<file path="src/rtl/mem_arb_pkg.sv">
// Shared types for the memory arbiter.
//   arb_state_e : arbiter FSM states (IDLE, BUSY_I, BUSY_D)
//   arb_gnt_e   : grant target / last-grant pointer (GNT_I, GNT_D)
//   AW_DEF/DW_DEF : default address and data widths
package mem_arb_pkg;

    localparam int AW_DEF = 16;
    localparam int DW_DEF = 16;

    typedef enum logic [1:0] {
        IDLE   = 2'd0,
        BUSY_I = 2'd1,
        BUSY_D = 2'd2
    } arb_state_e;

    typedef enum logic {
        GNT_I = 1'b0,
        GNT_D = 1'b1
    } arb_gnt_e;

endpackage

</file>
<file path="src/rtl/mem_arbiter_if.sv">
// Bus bundle between the two requesters (fetch I, memory-stage D), the
// arbiter and the single-ported memory.
//   slave  : arbiter view (requests/memory response in, data/valid/stall/command out)
//   master : environment view (requesters + memory), the mirror image
interface mem_arbiter_if #(
    parameter int AW = 16,
    parameter int DW = 16
);
    logic          IReq;
    logic [AW-1:0] IAddr;
    logic [DW-1:0] IData;
    logic          IValid;
    logic          IStall;

    logic          DRd;
    logic          DWr;
    logic [AW-1:0] DAddr;
    logic [DW-1:0] DWData;
    logic [DW-1:0] DData;
    logic          DValid;
    logic          DStall;

    logic [AW-1:0] MemAddr;
    logic [DW-1:0] MemData;
    logic          MemRead;
    logic          MemWrite;
    logic [DW-1:0] MemReadData;
    logic          MemDone;

    logic          Err;

    modport slave (
        input  IReq, IAddr, DRd, DWr, DAddr, DWData, MemReadData, MemDone,
        output IData, IValid, IStall, DData, DValid, DStall,
               MemAddr, MemData, MemRead, MemWrite, Err
    );

    modport master (
        output IReq, IAddr, DRd, DWr, DAddr, DWData, MemReadData, MemDone,
        input  IData, IValid, IStall, DData, DValid, DStall,
               MemAddr, MemData, MemRead, MemWrite, Err
    );

endinterface

</file>
<file path="src/rtl/mem_arb_pick.sv">
// Combinational winner selection between fetch (I) and data (D) requests.
// Build option MEM_ARB_RR_EN: when both request, the side that did not win
// last time wins. Without it D always beats I and last_gnt_i is ignored.
//   i_req_i     : fetch request
//   d_req_i     : data request (read or write)
//   last_gnt_i  : last-grant pointer
//   gnt_valid_o : some request is present
//   gnt_o       : winner
module mem_arb_pick
    import mem_arb_pkg::*;
(
    input  logic     i_req_i,
    input  logic     d_req_i,
    input  arb_gnt_e last_gnt_i,
    output logic     gnt_valid_o,
    output arb_gnt_e gnt_o
);

    assign gnt_valid_o = i_req_i | d_req_i;

    always_comb begin
        gnt_o = GNT_I;
        if (d_req_i && !i_req_i) begin
            gnt_o = GNT_D;
        end else if (d_req_i && i_req_i) begin
`ifdef MEM_ARB_RR_EN
            gnt_o = (last_gnt_i == GNT_D) ? GNT_I : GNT_D;
`else
            gnt_o = GNT_D;
`endif
        end
    end

`ifndef MEM_ARB_RR_EN
    logic unused_last_gnt;
    assign unused_last_gnt = last_gnt_i;
`endif

endmodule

</file>
<file path="src/rtl/mem_arbiter.sv">
// Arbiter sharing one stalling single-ported memory between the fetch port
// (read-only) and the memory-stage port (read/write). One transaction at a
// time; the command is registered in IDLE and held until MemDone, then the
// winner gets a one-cycle Valid. A watchdog aborts BUSY after TIMEOUT cycles
// without MemDone and sets the sticky Err (also set on DRd&DWr conflicts).
// Build option MEM_ARB_RR_EN selects round-robin instead of D-over-I priority.
//   Clk, Rst_n : clock, asynchronous active-low reset
//   bus        : requester ports, memory command/response, Err
//
//   state  | meaning
//   IDLE   | sample requests, register winner's command
//   BUSY_I | fetch read in flight, wait for MemDone or timeout
//   BUSY_D | data read/write in flight, wait for MemDone or timeout
module mem_arbiter
    import mem_arb_pkg::*;
#(
    parameter int AW      = AW_DEF,
    parameter int DW      = DW_DEF,
    parameter int TIMEOUT = 64
) (
    input  logic         Clk,
    input  logic         Rst_n,
    mem_arbiter_if.slave bus
);

    localparam logic [1:0] S_IDLE   = IDLE;
    localparam logic [1:0] S_BUSY_I = BUSY_I;
    localparam logic [1:0] S_BUSY_D = BUSY_D;
    localparam int         TW       = $clog2(TIMEOUT + 1);

    logic [1:0]    state_q, state_d;
    logic [AW-1:0] addr_q, addr_d;
    logic [DW-1:0] wdata_q, wdata_d;
    logic          rd_q, rd_d;
    logic          wr_q, wr_d;
    logic          err_q, err_d;
    logic [TW-1:0] timer_q, timer_d;

    logic     d_req;
    logic     gnt_vld;
    arb_gnt_e gnt;
    arb_gnt_e last_gnt;
    logic     i_done, d_done;

    assign d_req = bus.DRd | bus.DWr;

    mem_arb_pick u_pick (
        .i_req_i     (bus.IReq),
        .d_req_i     (d_req),
        .last_gnt_i  (last_gnt),
        .gnt_valid_o (gnt_vld),
        .gnt_o       (gnt)
    );

`ifdef MEM_ARB_RR_EN
    arb_gnt_e last_q;

    always_ff @(posedge Clk or negedge Rst_n) begin
        if (!Rst_n)                           last_q <= GNT_I;
        else if (state_q == S_IDLE && gnt_vld) last_q <= gnt;
    end

    assign last_gnt = last_q;
`else
    assign last_gnt = GNT_I;
`endif

    always_comb begin
        state_d = state_q;
        addr_d  = addr_q;
        wdata_d = wdata_q;
        rd_d    = rd_q;
        wr_d    = wr_q;
        err_d   = err_q;
        timer_d = timer_q;
        case (state_q)
            S_IDLE: begin
                timer_d = '0;
                if (gnt_vld) begin
                    if (gnt == GNT_D) begin
                        state_d = S_BUSY_D;
                        addr_d  = bus.DAddr;
                        // Read+write together: the write wins, flagged as an error.
                        wr_d    = bus.DWr;
                        rd_d    = bus.DRd & ~bus.DWr;
                        wdata_d = bus.DWr ? bus.DWData : '0;
                        if (bus.DRd && bus.DWr) err_d = 1'b1;
                    end else begin
                        state_d = S_BUSY_I;
                        addr_d  = bus.IAddr;
                        rd_d    = 1'b1;
                        wr_d    = 1'b0;
                        wdata_d = '0;
                    end
                end
            end
            S_BUSY_I, S_BUSY_D: begin
                // timer_q holds the number of BUSY cycles already completed.
                if (bus.MemDone || timer_q == TW'(TIMEOUT - 1)) begin
                    state_d = S_IDLE;
                    addr_d  = '0;
                    wdata_d = '0;
                    rd_d    = 1'b0;
                    wr_d    = 1'b0;
                    timer_d = '0;
                    if (!bus.MemDone) err_d = 1'b1;
                end else begin
                    timer_d = timer_q + 1'b1;
                end
            end
            default: begin
                state_d = S_IDLE;
                addr_d  = '0;
                wdata_d = '0;
                rd_d    = 1'b0;
                wr_d    = 1'b0;
                timer_d = '0;
            end
        endcase
    end

    always_ff @(posedge Clk or negedge Rst_n) begin
        if (!Rst_n) begin
            state_q <= S_IDLE;
            addr_q  <= '0;
            wdata_q <= '0;
            rd_q    <= 1'b0;
            wr_q    <= 1'b0;
            err_q   <= 1'b0;
            timer_q <= '0;
        end else begin
            state_q <= state_d;
            addr_q  <= addr_d;
            wdata_q <= wdata_d;
            rd_q    <= rd_d;
            wr_q    <= wr_d;
            err_q   <= err_d;
            timer_q <= timer_d;
        end
    end

    assign i_done = (state_q == S_BUSY_I) & bus.MemDone;
    assign d_done = (state_q == S_BUSY_D) & bus.MemDone;

    assign bus.IValid   = i_done;
    assign bus.IData    = i_done ? bus.MemReadData : '0;
    assign bus.DValid   = d_done;
    assign bus.DData    = (d_done & rd_q) ? bus.MemReadData : '0;
    assign bus.IStall   = bus.IReq & ~i_done;
    assign bus.DStall   = d_req & ~d_done;
    assign bus.MemAddr  = addr_q;
    assign bus.MemData  = wdata_q;
    assign bus.MemRead  = rd_q;
    assign bus.MemWrite = wr_q;
    assign bus.Err      = err_q;

endmodule

</file>
<file path="src/flat_wrapper.sv">
// flat-port wrapper written by rule: the top's interface ports become plain ports
module mem_arbiter_flat import mem_arb_pkg::*;
#(
    parameter int AW      = AW_DEF,
    parameter int DW      = DW_DEF,
    parameter int TIMEOUT = 64
)
  (Clk, Rst_n, bus_IReq, bus_IAddr, bus_DRd, bus_DWr, bus_DAddr, bus_DWData, bus_MemReadData, bus_MemDone, bus_IData, bus_IValid, bus_IStall, bus_DData, bus_DValid, bus_DStall, bus_MemAddr, bus_MemData, bus_MemRead, bus_MemWrite, bus_Err);
  mem_arbiter_if #(.AW(AW), .DW(DW)) bus_i ();
  input  logic Clk;
  input  logic Rst_n;
  input wire logic [$bits(bus_i.IReq)-1:0] bus_IReq;
  input wire logic [$bits(bus_i.IAddr)-1:0] bus_IAddr;
  input wire logic [$bits(bus_i.DRd)-1:0] bus_DRd;
  input wire logic [$bits(bus_i.DWr)-1:0] bus_DWr;
  input wire logic [$bits(bus_i.DAddr)-1:0] bus_DAddr;
  input wire logic [$bits(bus_i.DWData)-1:0] bus_DWData;
  input wire logic [$bits(bus_i.MemReadData)-1:0] bus_MemReadData;
  input wire logic [$bits(bus_i.MemDone)-1:0] bus_MemDone;
  output wire logic [$bits(bus_i.IData)-1:0] bus_IData;
  output wire logic [$bits(bus_i.IValid)-1:0] bus_IValid;
  output wire logic [$bits(bus_i.IStall)-1:0] bus_IStall;
  output wire logic [$bits(bus_i.DData)-1:0] bus_DData;
  output wire logic [$bits(bus_i.DValid)-1:0] bus_DValid;
  output wire logic [$bits(bus_i.DStall)-1:0] bus_DStall;
  output wire logic [$bits(bus_i.MemAddr)-1:0] bus_MemAddr;
  output wire logic [$bits(bus_i.MemData)-1:0] bus_MemData;
  output wire logic [$bits(bus_i.MemRead)-1:0] bus_MemRead;
  output wire logic [$bits(bus_i.MemWrite)-1:0] bus_MemWrite;
  output wire logic [$bits(bus_i.Err)-1:0] bus_Err;
  assign bus_i.IReq = bus_IReq;
  assign bus_i.IAddr = bus_IAddr;
  assign bus_i.DRd = bus_DRd;
  assign bus_i.DWr = bus_DWr;
  assign bus_i.DAddr = bus_DAddr;
  assign bus_i.DWData = bus_DWData;
  assign bus_i.MemReadData = bus_MemReadData;
  assign bus_i.MemDone = bus_MemDone;
  assign bus_IData = bus_i.IData;
  assign bus_IValid = bus_i.IValid;
  assign bus_IStall = bus_i.IStall;
  assign bus_DData = bus_i.DData;
  assign bus_DValid = bus_i.DValid;
  assign bus_DStall = bus_i.DStall;
  assign bus_MemAddr = bus_i.MemAddr;
  assign bus_MemData = bus_i.MemData;
  assign bus_MemRead = bus_i.MemRead;
  assign bus_MemWrite = bus_i.MemWrite;
  assign bus_Err = bus_i.Err;
  mem_arbiter #(.AW(AW), .DW(DW), .TIMEOUT(TIMEOUT)) u_core (.Clk(Clk), .Rst_n(Rst_n), .bus(bus_i));
endmodule
</file>
<file path="config.mk">
export PLATFORM = sky130hd
export DESIGN_NAME = mem_arbiter_flat
export DESIGN_NICKNAME = d
export VERILOG_FILES = /design/src/rtl/mem_arb_pkg.sv /design/src/rtl/mem_arbiter_if.sv /design/src/rtl/mem_arb_pick.sv /design/src/rtl/mem_arbiter.sv /design/src/flat_wrapper.sv
export SDC_FILE = /design/constraint.sdc
export NUM_CORES = 1
export LEC_CHECK = 0
export ABC_AREA = 1
export CAP_MARGIN = 20
export CORE_ASPECT_RATIO = 0.6
export CORE_MARGIN = 2
export CORE_UTILIZATION = 42
export DETAILED_ROUTE_END_ITERATION = 8
export PLACE_DENSITY = 0.95
export SLEW_MARGIN = 20
export SYNTH_ARGS = -nofsm -noshare
export SYNTH_HDL_FRONTEND = slang
export SYNTH_SLANG_ARGS = --single-unit
</file>
<file path="constraint.sdc">
create_clock -name Clk -period 2.7 [get_ports Clk]
set_input_delay 0.27 -clock Clk [delete_from_list [all_inputs] [get_ports Clk]]
set_output_delay 0.27 -clock Clk [all_outputs]
set_load 0.01 [all_outputs]
</file>
Yosys cells after proc, flatten, opt, wreduce, memory -nomap -nowiden
Cells that the tools add are included.
Storage, ports and cells
  bits in registers: 44
  latch bits: 0
  RAM bits: 0
  bits in read-only memories: 0
  input bits: 70
  output and inout bits: 71
  word-level logic and storage cells: 68
  memories kept: 0
Operators by class
  add/subtract/negate cells: 1
  $mul: 0
  divide/modulo/power cells: 0
  magnitude comparators: 0
  equal/unequal tests: 8
  shift-type cells: 0
  multiplexer cells: 31
  bitwise gates (word level): 11
  reductions and logical operators: 10
Operators by type and width (number)
  2-to-1 mux 16 bit: 8
  one-hot mux 16 bit (2 select lines): 2
  2-to-1 mux 7 bit: 2
  2-to-1 mux 1 bit: 12
  != test 2 x 1 -> 1 bit, second input constant: 4
  adder 7 x 1 -> 7 bit, second input constant: 1
  equality test 7 x 6 -> 1 bit, second input constant: 1
  bitwise AND 1 bit: 6
  2-to-1 mux 2 bit: 3
  one-hot mux 1 bit (2 select lines): 3
  AND reduction 6 bit: 1
  one-hot mux 2 bit (2 select lines): 1
  logical AND 1 bit: 3
  NOT 1 bit: 3
  equality test 2 x 1 -> 1 bit, second input constant: 1
  equality test 2 bit, second input constant: 1
  logical NOT 2 bit: 1
  != test 2 bit, second input constant: 1
  bitwise OR 1 bit: 2
  AND reduction 2 bit: 1
  nonzero test 2 bit: 1
  OR reduction 2 bit: 1
  logical NOT 1 bit: 1
  logical OR 1 bit: 1

Logic depth before layout (Yosys ltp)
Gate-level depths: netlist of run 1.
  depth in word-level cells: 7
  gate-level depth with buffers: 10
  mapped depth without buffers: 8

Modules after synthesis
A second synthesis of run 1 with hierarchy kept.
Second synthesis, totals
  cell total of the unflattened synthesis: 372
  area, all modules: 2542.4 um^2
Modules (own cells, without submodules)
  mem_arbiter: instances 1, cells an instance 368, area each 2527.4 um^2, sequential area each 1101.1 um^2
  mem_arb_pick: instances 1, cells an instance 4, area each 15.0 um^2, sequential area each 0.0 um^2

Worst setup path before layout of run 1
OpenSTA, ideal clock, no wires.
  path kind: reg2out
  start point: register u_core.state_q[0]
  end point: output port bus_DData[10]
  arrival time: 1.273 ns
  required time: 2.430 ns
  setup slack: 1.157 ns
  stages on the path, launching flop included: 8
  path buffers: 1
  cell sequence: dfrtp_1 inv_1 ha_1 nand2_1 inv_1 nand2_1 clkbuf_1 nor2_1
On the way
  cells in the longest elaborated chain, start to end: 4
Ends and longest elaborated chain
  from (decl): RTL line mem_arbiter.sv:31  | logic [1:0] state_q, state_d;
  from (signal assigned): RTL line mem_arbiter.sv:132  | state_q <= state_d;
  equality test 2 bit: RTL line mem_arbiter.sv:143  | assign d_done = (state_q == S_BUSY_D) & bus.MemDone;
  bitwise AND 1 bit: RTL line mem_arbiter.sv:143
  via bus_DValid: RTL line flat_wrapper.sv:24  | output wire logic [$bits(bus_i.DValid)-1:0] bus_DValid;
  bitwise AND 1 bit: RTL line mem_arbiter.sv:148  | assign bus.DData = (d_done & rd_q) ? bus.MemReadData : '0;
  2-to-1 mux 16 bit: RTL line mem_arbiter.sv:148
  to (decl): RTL line flat_wrapper.sv:23  | output wire logic [$bits(bus_i.DData)-1:0] bus_DData;
The timed path passes the listed nets, and every way through them passes these cells.

Final worst setup path of run 1
  start point: register u_core.state_q[0]
  end point: output port bus_DData[5]
On the way
  cells in the longest elaborated chain, start to end: 4
Ends and longest elaborated chain (RTL line)
  equality test 2 bit: mem_arbiter.sv:143
  bitwise AND 1 bit: mem_arbiter.sv:143
  bitwise AND 1 bit: mem_arbiter.sv:148
  2-to-1 mux 16 bit: mem_arbiter.sv:148
No other way between the ends.

==> key figures, run 1 <==
Route
  • DRC violations left: 0
  • Via Count: between 2000 and 3000
  • Initial DRC Count: 188
  • Number of nets with antenna violations after routing: 0
  • Final wirelength: 8130 µm
  • Count of TritonRoute iterations in the first routing pass: 5
  • WL/cell: between 10 and 15 µm
  • Routed vias/inst: 4.93

Global route
  • Overall Global Routing Usage: 0.253
  • Wire length of the first global-routing pass: between 10000 and 15000 µm
  • Maximum number of pins on one net before global-route repair: 45
  • Via count of the first global-routing pass: 2733
  • Global route overflow: 0
  • Number of antenna violations at the first check in global routing: 0

Synth
  • Sequential-to-total area share from yosys stat: 0.435
  • Yosys Warn Count: 0
  • Library cells used by synthesis: 20
  • Mapped Cells: 363
  • Net count after synthesis: approximately 440
  • Post-Synthesis Cell Area: 2530 µm²
  • Count of state elements after synthesis: 44
  • Mean cell area of the mapped netlist: 6.98 µm²

Layout
  • Antenna Diode Count: 0
  • Register area: 1100 µm²
  • Fill cell total of the finished layout: 458
  • Share of post-route cells with drive strength above 1: 0.0464
  • Commonest cells after routing, fill and taps aside: sky130_fd_sc_hd__clkdlybuf4s50_1 (139), sky130_fd_sc_hd__nand2_1 (102), sky130_fd_sc_hd__nand3_1 (69)
  • Leading cell type in the layout, fill and taps excluded: sky130_fd_sc_hd__clkdlybuf4s50_1
  • Utilization after layout: 0.708
  • Footprint of the multi-input gates: 1140 µm²
  • Area growth syn-to-layout: 59.4%
  • Cell Count, Final, Fillers Out: 576
  • Count of nets after finishing: 570

STA
  • Final number of setup-violating endpoints: 0
  • Sum Neg Setup Slack: 0 ps
  • Number of hold violations in the final report: 0
  • Setup repair after global routing missed its margin: no
  • Min Hold Slack: 475 ps
  • Peak Freq: 0.385 GHz
  • Tightest slew margin relative to the limit: 0.591
  • Final Skew: 7.66 ps
  • Portion of the clock cycle consumed by the worst path in the final layout: 0.962
  • Max Transition Viols Final: 0
  • Final min period: 2600 ps
  • Slew @ Worst Pin: 613 ps

Power
  • Static leakage: 2.07 nW
  • Power density cells: 719 nW/µm²
  • Largest vdd supply drop: 0.000394 V

Die
  • Die area: 6690 µm²
  • Die extent in y: 64.2 µm
  • Number of top-level design ports: 141
  • Starting Density: 0.444
  • Floorplan core area: 5700 µm²
  • Rows: 21
  • X dimension of the die: 104 µm

Clocking
  • Later-pin clock latency in the skew report: 290 ps
  • Number of H-tree levels: 2
  • Number of buffers inserted during clock tree synthesis: 5
  • Clock-pin slew of the registers on the worst-case setup and hold paths: 90 ps
  • Count of hold buffers inserted by post-cts repair: 0
  • Root buf cell: sky130_fd_sc_hd__clkbuf_8
  • Clock sink total: 44
  • Post-cts gate resize count: 0
  • Clock buffer depth: 2
  • Post-CTS repair timing setup buffer count: 0
  • TritonCTS clock tree: done

Worst setup path
  • Maximum fanout along the worst path: 16
  • Critical path endpoint category: primary output
  • Worst reg-to-reg setup slack: 640 ps
  • WP data required: 2430 ps
  • Arrival time reported for the critical path endpoint: between 2000 and 2500 ps
  • Critical path start-end classification: flip-flop to primary output
  • Element type at the critical path start: flip-flop

Place
  • Routability congestion estimate: 0.776
  • Post-placement cell count: roughly 570
  • Count of buffers inserted at the top-level ports: 140
  • DP Wirelength: 6180 µm

Job
  • Max cap viols: 0

Status
  • Status: complete, no violations

Worst hold path
  • Class of the worst hold path: flip-flop to flip-flop
[worst max-delay path, cell delays in order (launching register included)]
cell and delay, ps:
sky130_fd_sc_hd__dfrtp_1 410, sky130_fd_sc_hd__inv_1 100, sky130_fd_sc_hd__ha_1 150, sky130_fd_sc_hd__nand2_1 60, sky130_fd_sc_hd__inv_1 120, sky130_fd_sc_hd__nand2_1 340, sky130_fd_sc_hd__nor2_1 260, sky130_fd_sc_hd__clkdlybuf4s50_1 590
[final timing paths]
path / from / endpoint / depth (start not counted)
setup / recovery: u_core.state_q[0] / bus_DData[5] / 7
hold / removal: u_core.bus.MemAddr[11] / u_core.bus.MemAddr[11] / 2
setup reg to reg: u_core.state_q[0] / u_core.bus.MemData[11] / 7
hold reg to reg: u_core.bus.MemAddr[11] / u_core.bus.MemAddr[11] / 2
max in group asynchronous: Rst_n / u_core.timer_q[3] / 2
min in group asynchronous: Rst_n / u_core.bus.MemWrite / 2
[logic make-up (layout without fill, tap and decap cells)]
kind of cell	after synthesis	after routing	share of synthesized area
and+or+nand+nor	243	243	0.416
DFF	44	44	0.435
xor gates and xnor gates	2	2	0.00692
adders and majority gates	4	4	0.0198
buffers and inverters	67	200	0.117
AOI/OAI and AO/OA	3	3	0.00593
[per-layer routing]
metal,GRT usage,share of wire
met3,0.0622,0.091
met1,0.319,0.40
met2,0.438,0.49
met4,0.0676,0.019
met5,0,0
[cells in the mapped netlist (all sizes together)]
cell / instances / area (µm²)
a21oi: 2 / 10.0
nor2: 65 / 262
xor2: 1 / 8.76
nand3: 69 / 345
nand2: 107 / 434
ha: 4 / 50.1
dfrtp: 44 / 1100
o21ai: 1 / 5.00
clkbuf: 5 / 18.8
inv: 48 / 180
buf: 14 / 96.3
xnor2: 1 / 8.76
nand4: 2 / 12.5
[layout make-up]
type / instances / area share
sequential: 44 / 0.273
multi-input combinational: 252 / 0.281
tap: 80 / 0.0248
clock inverter: 2 / 0.00310
inverter: 48 / 0.0446
clock buffer: 5 / 0.0170
timing repair buffer: 145 / 0.356
[flip-flops by register name, summed over array words and instances, names as in the netlist]
signal,count
u_core.timer_q,7
u_core.bus.Err,1
u_core.bus.MemData,16
u_core.bus.MemWrite,1
u_core.bus.MemRead,1
u_core.bus.MemAddr,16
u_core.state_q,2
[report_power, final]
group	internal (mW)	total [mW]	leakage, nW	switching [mW]
Sequential	0.872	1.01	0.578	0.137
Combinational	0.706	1.49	1.45	0.787
Clock	0.175	0.400	0.0400	0.225
Total	1.75	2.90	2.07	1.15
[metrics by stage]
stage | cell area, µm² | power [mW] | setup WS, ps
floorplan | 2530 | 1.78 | 1160
global placement | 3940 | 2.46 | 486
detailed placement | 3940 | 2.51 | 286
CTS | 4030 | 2.91 | 152
global route | 4040 | 3.12 | 9.65
finish | 4040 | 2.90 | 102
No activity file was read; power rests on OpenSTA's default activity.
==> inputs of run 2 (changes only) <==
PLACE_DENSITY = 0.91   (was 0.95)
clock period = 3.1 ns   (was 2.7 ns; I/O delays follow)
==> run 2 against run 1 <==
Against the previous run: count of clock-buffer cells in the layout did not move; largest cell class unchanged; critical path type unchanged; critical endpoint is now bus_DData[6]; sequential share of layout area fell by 0.093 points; via count fell by 2.3%; global-route usage barely moved.
==> key figures, run 2 (synthesis results as in run 1) <==
Layout
  • Count of nets after finishing: ~570
  • Antenna Diode Count: 0
  • Commonest cells after routing, fill and taps aside: sky130_fd_sc_hd__clkdlybuf4s50_1 (139), sky130_fd_sc_hd__nand2_1 (102), sky130_fd_sc_hd__nand3_1 (69)
  • Leading cell type in the layout, fill and taps excluded: sky130_fd_sc_hd__clkdlybuf4s50_1
  • Share of post-route cells with drive strength above 1: 0.0465
  • Fill cell total of the finished layout: 467
  • Area growth syn-to-layout: 60.0%

STA
  • Slew @ Worst Pin: 967 ps
  • Peak Freq: about 0.4 GHz
  • Final Skew: between 9 and 10 ps
  • Number of hold violations in the final report: 0
  • Final number of setup-violating endpoints: 0
  • Sum Neg Setup Slack: 0 ps
  • Min Hold Slack: between 150 and 200 ps
  • Final min period: 2560 ps
  • Setup repair after global routing missed its margin: no
  • Portion of the clock cycle consumed by the worst path in the final layout: 0.825
  • Tightest slew margin relative to the limit: 0.355
  • Max Transition Viols Final: 0

Worst setup path
  • Maximum fanout along the worst path: 16
  • WP data required: 2790 ps
  • Element type at the critical path start: flip-flop
  • Critical path start-end classification: flip-flop to primary output
  • Launch point of the worst reg-to-reg path: u_core.state_q[0]
  • Arrival time reported for the critical path endpoint: 2250 ps
  • Critical path endpoint category: primary output
  • Worst reg-to-reg setup slack: 900 ps
  • Critical register-to-register path endpoint: u_core.bus.MemData[0]
  • R2R depth: 8

Status
  • Status: complete, no violations

Power
  • Static leakage: 2.08 nW
  • Largest vdd supply drop: around 0.00036 V
  • Power density cells: between 600 and 700 nW/µm²

Place
  • Count of buffers inserted at the top-level ports: 140
  • DP Wirelength: 5860 µm
  • Routability congestion estimate: 0.834

Clocking
  • Clock-pin slew of the registers on the worst-case setup and hold paths: 90 ps
  • TritonCTS clock tree: done
  • Number of H-tree levels: 2
  • Clock sink total: 44
  • Post-cts gate resize count: 0
  • Later-pin clock latency in the skew report: 300 ps
  • Count of hold buffers inserted by post-cts repair: 0
  • Root buf cell: sky130_fd_sc_hd__clkbuf_8
  • Number of buffers inserted during clock tree synthesis: 5
  • Clock buffer depth: 2
  • Post-CTS repair timing setup buffer count: 0

Global route
  • Maximum number of pins on one net before global-route repair: 45
  • Via count of the first global-routing pass: roughly 2600
  • Number of antenna violations at the first check in global routing: 0
  • Global route overflow: 0
  • Wire length of the first global-routing pass: 13200 µm
  • Overall Global Routing Usage: 0.253

Route
  • Count of TritonRoute iterations in the first routing pass: 4
  • WL/cell: between 10 and 15 µm
  • Number of nets with antenna violations after routing: 0
  • Final wirelength: approximately 7900 µm
  • DRC violations left: 0
  • Routed vias/inst: 4.82
  • Via Count: 2774
  • Initial DRC Count: 156

Job
  • Max cap viols: 0

Die
  • Number of top-level design ports: between 100 and 150
  • Die area: 6690 µm²
  • Starting Density: 0.444
  • Floorplan core area: 5700 µm²
  • X dimension of the die: 104 µm
  • Die extent in y: roughly 64 µm
  • Rows: 21

Worst hold path
  • Class of the worst hold path: input pin to asynchronous set/reset pin
## run 2: cell count changes in the layout (fill, tap and decap cells not counted), sizes merged
cell,delta
inv,+1
clkinv,-1
bufinv,+1
buf,-1
dlygate4sd3,-1
## run 2: worst max path at each step
stage	from	to	slack, ps	depth (start not counted)
after CTS	u_core.state_q[0]	bus_DData[6]	550	7
after floorplan	u_core.state_q[0]	bus_DData[10]	1520	7
after global routing	u_core.state_q[0]	bus_DData[10]	380	7
final	u_core.state_q[0]	bus_DData[6]	540	7
after global placement	bus_MemDone	bus_DData[5]	810	6
after detailed placement	bus_MemDone	bus_DData[6]	660	6
## run 2: report_power, final
group	internal, mW	leakage, nW	switching [mW]
logic	0.605	1.44	0.689
registers	0.759	0.578	0.117
clock network	0.243	0.0548	0.209
## run 2: layout make-up
class,count,area (µm²),area share
clock inverters,3,46.3,0.0114
clock buffers,5,68.8,0.0170
flip-flops and latches,44,1100,0.272
inverters,48,180,0.0445
well taps,80,100,0.0247
multi-input cells,252,1140,0.280
repair buffers,143,1420,0.350
## run 2: routing by layer
metal  up-vias  track usage  wire [µm]
li1       1367            -          -
met5         -            0          0
met3        14       0.0888        584
met2        90        0.416       3820
met1      1303        0.316       3360
met4         0       0.0794        161
## run 2: stage by stage
step	power, mW	worst slack, ps	std cells	cell area (µm²)	utilization
after floorplan	1.55	1520	363	2530	-
after global placement	2.14	812	567	3940	0.690
after detailed placement	2.18	656	567	3940	0.690
after CTS	2.64	551	575	4050	0.711
after global routing	2.81	380	575	4050	0.711
final	2.62	544	575	4050	0.711
## run 2: worst max-delay path: stages (launching register included)
cell and delay (ps):
sky130_fd_sc_hd__dfrtp_1 410, sky130_fd_sc_hd__inv_1 90, sky130_fd_sc_hd__ha_1 160, sky130_fd_sc_hd__nand2_1 60, sky130_fd_sc_hd__inv_1 100, sky130_fd_sc_hd__nand2_1 340
sky130_fd_sc_hd__nor2_1 230, sky130_fd_sc_hd__clkdlybuf4s50_1 560
